[src/rtl/vga_timing_gen.sv]
// Parametrised VGA timing generator with early pixel requests, configurable sync
// polarity, line/frame strobes and a colour-bar test pattern latched per frame.
module vga_timing_gen #(
   parameter int H_SYNC   = 120,
   parameter int H_BACK   = 64,
   parameter int H_ACTIVE = 800,
   parameter int H_FRONT  = 56,
   parameter int V_SYNC   = 6,
   parameter int V_BACK   = 23,
   parameter int V_ACTIVE = 600,
   parameter int V_FRONT  = 37,
   parameter int HS_POL   = 1,
   parameter int VS_POL   = 1,
   parameter int RGB_W    = 3,
   parameter int PIX_LAT  = 1,
   parameter int CW       = 11
) (
   input  logic             vga_clk,
   input  logic             sys_rst,
   input  logic             pat_en,
   input  logic [RGB_W-1:0] pix_data,
   output logic             pix_req,
   output logic [CW-1:0]    pix_x,
   output logic [CW-1:0]    pix_y,
   output logic             hsync,
   output logic             vsync,
   output logic             de,
   output logic [RGB_W-1:0] vga_rgb,
   output logic             frame_start,
   output logic             line_start,
   output logic             pat_active
);

   localparam int   H_TOTAL = H_SYNC + H_BACK + H_ACTIVE + H_FRONT;
   localparam int   V_TOTAL = V_SYNC + V_BACK + V_ACTIVE + V_FRONT;
   localparam int   HA_S    = H_SYNC + H_BACK;
   localparam int   VA_S    = V_SYNC + V_BACK;
   localparam int   BAR_W   = (H_ACTIVE >= 8) ? H_ACTIVE / 8 : 1;
   localparam int   CC      = RGB_W / 3;
   localparam logic HS_ON   = (HS_POL != 0);
   localparam logic VS_ON   = (VS_POL != 0);

   // Each channel is all-ones when its bar-index bit is set; R sits in the MSBs.
   function automatic logic [RGB_W-1:0] bar_colour(input logic [2:0] b);
      return {{CC{b[2]}}, {CC{b[1]}}, {CC{b[0]}}};
   endfunction

   logic            r_run;
   logic [CW-1:0]   r_h;
   logic [CW-1:0]   r_v;
   logic            r_hsync;
   logic            r_vsync;
   logic            r_de;
   logic            r_req;
   logic [CW-1:0]   r_x;
   logic [CW-1:0]   r_y;
   logic            r_fs;
   logic            r_ls;
   logic [2:0]      r_bar;
   logic            r_pat_mode;

   logic            w_h_last;
   logic            w_v_last;
   logic            w_h_act;
   logic            w_v_act;
   logic            w_req;
   logic [CW:0]     w_hl;
   logic [CW-1:0]   w_x;
   logic [CW-1:0]   w_y;
   logic [2:0]      w_bar;

   always_comb begin
      w_h_last = (r_h == CW'(H_TOTAL - 1));
      w_v_last = (r_v == CW'(V_TOTAL - 1));
      w_h_act  = (r_h >= CW'(HA_S)) && (r_h < CW'(HA_S + H_ACTIVE));
      w_v_act  = (r_v >= CW'(VA_S)) && (r_v < CW'(VA_S + V_ACTIVE));
      // One extra bit so the look-ahead column never wraps before the compare.
      w_hl     = {1'b0, r_h} + (CW+1)'(PIX_LAT);
      w_req    = w_v_act && (w_hl >= (CW+1)'(HA_S)) && (w_hl < (CW+1)'(HA_S + H_ACTIVE));
      w_x      = r_h + CW'(PIX_LAT) - CW'(HA_S);
      w_y      = r_v - CW'(VA_S);
      w_bar    = 3'd0;
      for (int k = 1; k < 8; k++) begin
         if (r_h >= CW'(HA_S + k * BAR_W)) begin
            w_bar = 3'(k);
         end
      end
   end

   // r_run holds the counters for one edge after reset so the first strobes land
   // on the second edge.
   always_ff @(posedge vga_clk or posedge sys_rst) begin
      if (sys_rst) begin
         r_run      <= 1'b0;
         r_h        <= '0;
         r_v        <= '0;
         r_hsync    <= ~HS_ON;
         r_vsync    <= ~VS_ON;
         r_de       <= 1'b0;
         r_req      <= 1'b0;
         r_x        <= '0;
         r_y        <= '0;
         r_fs       <= 1'b0;
         r_ls       <= 1'b0;
         r_bar      <= 3'd0;
         r_pat_mode <= 1'b0;
      end else if (!r_run) begin
         r_run <= 1'b1;
      end else begin
         r_h <= w_h_last ? '0 : r_h + CW'(1);
         if (w_h_last) begin
            r_v <= w_v_last ? '0 : r_v + CW'(1);
         end
         if (w_h_last && w_v_last) begin
            r_pat_mode <= pat_en;
         end
         r_hsync <= (r_h < CW'(H_SYNC)) ? HS_ON : ~HS_ON;
         r_vsync <= (r_v < CW'(V_SYNC)) ? VS_ON : ~VS_ON;
         r_de    <= w_h_act && w_v_act;
         r_req   <= w_req;
         r_x     <= w_req ? w_x : '0;
         r_y     <= w_req ? w_y : '0;
         r_ls    <= (r_h == '0);
         r_fs    <= (r_h == '0) && (r_v == '0);
         r_bar   <= w_bar;
      end
   end

   assign hsync       = r_hsync;
   assign vsync       = r_vsync;
   assign de          = r_de;
   assign pix_req     = r_req;
   assign pix_x       = r_x;
   assign pix_y       = r_y;
   assign line_start  = r_ls;
   assign frame_start = r_fs;
   assign pat_active  = r_pat_mode;
   assign vga_rgb     = r_de ? (r_pat_mode ? bar_colour(r_bar) : pix_data) : '0;

endmodule

[config.mk]
export PLATFORM = sky130hd
export DESIGN_NAME = vga_timing_gen
export DESIGN_NICKNAME = d
export VERILOG_FILES = /design/src/rtl/vga_timing_gen.sv
export SDC_FILE = /design/constraint.sdc
export NUM_CORES = 1
export LEC_CHECK = 0
export BUFFER_PORTS_ARGS = -buffer_cell sky130_fd_sc_hd__buf_2
export CAP_MARGIN = 0
export CORE_MARGIN = 4
export CORE_UTILIZATION = 50
export CTS_BUF_LIST = sky130_fd_sc_hd__clkbuf_8
export DETAILED_ROUTE_END_ITERATION = 6
export GPL_ROUTABILITY_DRIVEN = 1
export GPL_TIMING_DRIVEN = 0
export PLACE_DENSITY = 0.73
export SKIP_CTS_REPAIR_TIMING = 1
export SLEW_MARGIN = 40
export SYNTH_ARGS = -nofsm -noshare
export SYNTH_HDL_FRONTEND = slang
export SYNTH_SLANG_ARGS = --single-unit
export TNS_END_PERCENT = 5
[constraint.sdc]
create_clock -name vga_clk -period 2.9 [get_ports vga_clk]
set_input_delay 0.58 -clock vga_clk [delete_from_list [all_inputs] [get_ports vga_clk]]
set_output_delay 0.58 -clock vga_clk [all_outputs]
set_load 0.02 [all_outputs]
Word level (Yosys, flattened, before mapping) --
Cells that the tools add are included.
Operators by class: equality and inequality tests 2, multiplexer cells 15, order comparisons 15, reductions and logical operators 11, $add $sub $neg 5
Operators by type and width (number):
- greater-or-equal comparator 11 x 10 -> 1 bit, second input constant | 4
- 2-to-1 mux 11 bit | 4
- greater-or-equal comparator 11 x 9 -> 1 bit, second input constant | 3
- 2-to-1 mux 3 bit | 8
- adder 11 x 1 -> 11 bit, second input constant | 2
- zero test 11 bit | 2
- < comparator 11 x 10 -> 1 bit, second input constant | 2
- adder 11 x 1 -> 12 bit, second input constant | 1
- greater-or-equal comparator 12 x 8 -> 1 bit, second input constant | 1
- < comparator 12 x 10 -> 1 bit, second input constant | 1
- equality test 11 x 10 -> 1 bit, second input constant | 1
- equality test 11 bit, second input constant | 1
- greater-or-equal comparator 11 x 5 -> 1 bit, second input constant | 1
- greater-or-equal comparator 11 x 8 -> 1 bit, second input constant | 1
- < comparator 11 x 3 -> 1 bit, second input constant | 1
- < comparator 11 x 7 -> 1 bit, second input constant | 1
- subtractor 11 x 5 -> 11 bit, second input constant | 1
- subtractor 11 x 8 -> 11 bit, second input constant | 1
- logical AND 1 bit | 7
- AND reduction 2 bit | 2
- 2-to-1 mux 1 bit | 3
Word-level totals: bits in registers 55, bits of input ports 6

Depth between registers and ports, before layout --
depth after elaboration 8, depth in mapped cells 10

Worst setup path before layout --
Ideal clock, no wire load.
path kind reg2reg, start point register r_h[0], end point register r_x[6] (netlist: pix_x[6]), setup time 75 ps, cell stages (with the launch flop) 10, data arrival time 2029 ps, setup slack 796 ps, buffers on the path 2, period minus slack after synthesis 2104 ps, cells stage by stage dfrtp_1 > ha_1 > buf_2 > nand3_2 > nor4_2 > mux2i_1 > and3_1 > o211ai_2 > buf_6 > o2bb2ai_2
On the way: longest elaborated chain between the ends 5
RTL lines:
- start: declaration | RTL line 49 | logic [CW-1:0] r_h;
- start signal: assignment | RTL line 110 | r_h <= w_h_last ? '0 : r_h + CW'(1);
- adder 11 x 1 -> 12 bit | RTL line 78 | w_hl = {1'b0, r_h} + (CW+1)'(PIX_LAT);
- greater-or-equal comparator 12 x 8 -> 1 bit | RTL line 79 | w_req = w_v_act && (w_hl >= (CW+1)'(HA_S)) && (w_hl < (CW+1)'(HA_S + H_ACTIVE));
- logical AND 1 bit (2 in series) | RTL line 79
- 2-to-1 mux 11 bit (*) | RTL line 121 | r_x <= w_req ? w_x : '0;
- end signal: assignment | RTL line 121
- end: declaration | RTL line 55 | logic [CW-1:0] r_x;
Every way passes the cells marked *; elsewhere a longest branch is shown, timed or not. A chain may end at the register's enable or synchronous reset.

Worst setup path after layout --
start point register r_h[0], end point register r_x[2] (netlist: pix_x[2])
Same word-level chain as after synthesis.

==> flow_summary_export.csv <==
group,metric,value,unit
global_route,overflow,0,
power_and_ir_drop,ir_worst_vdd,284.7,µV
flow_run,cap_violations,0,
critical_path,path_max_fanout,10,
power_and_ir_drop,pwr-share-seq,50.5,%
clock_network,cts_tree,"done",
die,die_x,89.77,µm
synth,yosys-top-cells-count,"55 x dfrtp_1, 24 x nand2_1, 23 x o21ai_0",
clock_network,cts.sinks,55,
placement,place_area,0.003647,mm²
synth,syn_inst,343,
critical_path,required,3140,ps
power_and_ir_drop,p_int,1.139,mW
route,num_vias,2770,
global_route,grt_start_max_net_pins,41,
power_and_ir_drop,p_clk_share,26.7,%
critical_path,arrival,2690,ps
finish,design_area,0.003742,mm²
route,wl_per_cell,16.74,µm
global_route,grt_pass1_wl,13150,µm
critical_path,slowest_stage,"dfrtp_1",
clock_network,clock_latency,310,ps
clock_network,cts.clk_slew.worst_paths,100,ps
global_route,antenna_found_initial,0,
synth,syn_area,0.003343,mm²
synth,synth_edf_count,0,
timing,max_freq,0.4084,GHz
finish,diodes,0,
synth,syn-num-nets,356,
route,viasPerCell,5.944,
finish,fin_nets,401,
die,pin_count,38,
power_and_ir_drop,finalPower,1.685,mW
timing,report.final.slew_viol_count,0,
die,rows,29,
global_route,first_global_vias,2610,
die,die-area,0.008059,mm²
die,core_area,0.006422,mm²
clock_network,htreeDepth,2,
power_and_ir_drop,leakagePower,1.642,nW
placement,io_buffer_count,37,
power_and_ir_drop,combPwrFrac,22.9,%
die,die_h,89.77,µm
placement,hpwl,5659,µm
placement,post-place-ws,510.5,ps
timing,tightest_slew,710.8,ps
synth,synth_seq_cells,55,
synth,netlist.area_leader.share,41.17,%
clock_network,cts_made_buffers,5,
timing,setup_viol,0,
finish,area_growth_syn_to_layout,11.94,%
synth,synth_top_area_cell,"dfrtp_1",
clock_network,cts_root_buf,"clkbuf_8",
timing,fin_crit,2448,ps
route,drc,0,
timing,final_hold_viol_count,0,
route,drtIter0Drc,358,
synth,synth_top_cells_by_area,"dfrtp_1 41%, o2bb2ai_2 8.1%, xnor2_1 5.5%",
synth,synth.most_common_cell,"dfrtp_1",
timing,slew_headroom,52.62,%
route,ant_nets,0,
synth,ys_types,63,
synth,syn_avg_cell_area,9.747,µm²
timing,rsz0062_at_grt,"no",
synth,synth_flop_cell,"dfrtp_1",
critical_path,path_cells,"ha_1 > buf_2 > nand3_2 > nor4_2 > mux2i_1 > and3_1 > o211ai_2 > buf_6 > o2bb2ai_2",
worst_hold_path,min_path_type,"input pin to asynchronous set/reset pin",
placement,place_congestion,0.9072,
power_and_ir_drop,power_density,450.2,mW/mm²
status,status,"finished clean",
timing,setup_slack,451.6,ps
power_and_ir_drop,power.switching,0.5456,mW
finish,ff_latch_area,0.001376,mm²
synth,async_reset_ff_share,100.0,%
timing,skew,7.352,ps
critical_path,cp-end-kind,"register",
route,postRouteWirelength,7801,µm
die,initial_utilization,52.06,%
power_and_ir_drop,power_switching_share,32.38,%
route,drtPass1Iterations,5,
critical_path,crit_type,"register to register",
synth,yosysWarnings,0,
synth,ys_seq_area_share,41.17,%
finish,drive_gt1_share,22.11,%
critical_path,start_kind,"register",
critical_path,max_stage_delay,470,ps
finish,n_fill_cell,555,
timing,finalSetupTns,0,ps
timing,finalCritPeriodShare,84.43,%
global_route,track_usage,19.62,%
clock_network,cts_buffer_depth,2,
finish,multiInputGateArea,0.001767,mm²
[power by group through the flow]
| stage | sequential, mW | combinational, mW | clock, mW |
|---|---|---|---|
| 2_1_floorplan | 0.865 | 0.274 | 0 |
| 5_1_grt | 0.856 | 0.417 | 0.496 |
| 4_1_cts | 0.849 | 0.382 | 0.464 |
| 6_report | 0.850 | 0.385 | 0.449 |
| 3_3_place_gp | 0.865 | 0.367 | 0 |
| 3_5_place_dp | 0.864 | 0.380 | 0 |
[area by class of cell]
cell class / count / area share [%]
well taps: 77 / 2.574
multi-input cells: 246 / 47.21
inverters: 16 / 1.672
repair buffers: 38 / 5.483
clock buffers: 6 / 2.207
flip-flops and latches: 55 / 36.78
clock inverters: 2 / 0.3343
plain buffers: 26 / 3.745
[cells in the final DEF, fill, tap and decap left out, drive strengths merged, types with 2 or more instances in the layout]
cell type,Yosys,layout
a211oi,2,2
a21oi,12,12
a31oi,4,4
a32o,3,3
and2,4,4
and3,6,6
buf,12,50
clkbuf,13,19
clkinv,1,2
dfrtp,55,55
ha,7,7
inv,15,16
mux2i,6,6
nand2,24,24
nand2b,4,4
nand3,13,13
nand3b,2,2
nand4,5,5
nor2,22,22
nor2b,6,6
nor3,9,9
nor4,5,5
o21a,3,3
o21ai,29,29
o22ai,4,4
o2bb2ai,21,21
o31a,2,2
o31ai,4,4
o41ai,2,2
or2,2,2
xnor2,21,21
xor2,5,5
[final timing paths]
kind	from	to	slack [ps]	cells past startpoint
max	r_h[0]	pix_x[2]	450	9
min	sys_rst	pix_y[9]	180	2
max reg2reg	r_h[0]	pix_x[2]	450	9
min reg2reg	pix_y[3]	pix_y[3]	490	1
max in group asynchronous	sys_rst	pix_x[7]	2260	3
min in group vga_clk	pix_y[3]	pix_y[3]	490	1
[metrics by stage]
stage	cells	hold slack (ps)	util [%]
after floorplan	343	471.0	-
after global placement	457	469.4	56.44
after detailed placement	458	472.7	56.79
after CTS	466	179.0	58.27
after global routing	466	181.0	58.27
final	466	178.4	58.27
[critical path: cells and delay by family, from the launching register on]
kind,cells,cell delay (ps)
multiplexers,1,240
buffers and inverters,2,390
flip-flops,1,470
adder cells (fa/ha/maj),1,170
AND/OR/NAND/NOR,3,830
AO/OA/AOI/OAI,2,270
[flip-flops by register name, summed over array words and instances, names as in the netlist, 3 cells and up]
signal and flops:
pix_x 11, pix_y 11, r_bar 3, r_h 11, r_v 11
[kinds of logic (layout without fill, tap and decap cells)]
logic type	count (synthesis)	in the layout	synth area share, %
compound gates	96	96	23.43
xor+xnor	26	26	6.811
fa+ha+maj	7	7	2.620
buf+inv	42	88	5.988
flops	55	55	41.17
mux	7	7	2.133
other cells	1	1	0.1122
simple gates	109	109	17.74
[routing by layer]
metal  up-vias  wire length (µm)  track usage (%)
met5         -                 0                0
met1      1305              3749            30.07
li1       1320                 -                -
met4         0                89            4.725
met3         9               584            3.589
met2       136              3378            28.70
Power figures use the tool's default switching activity.
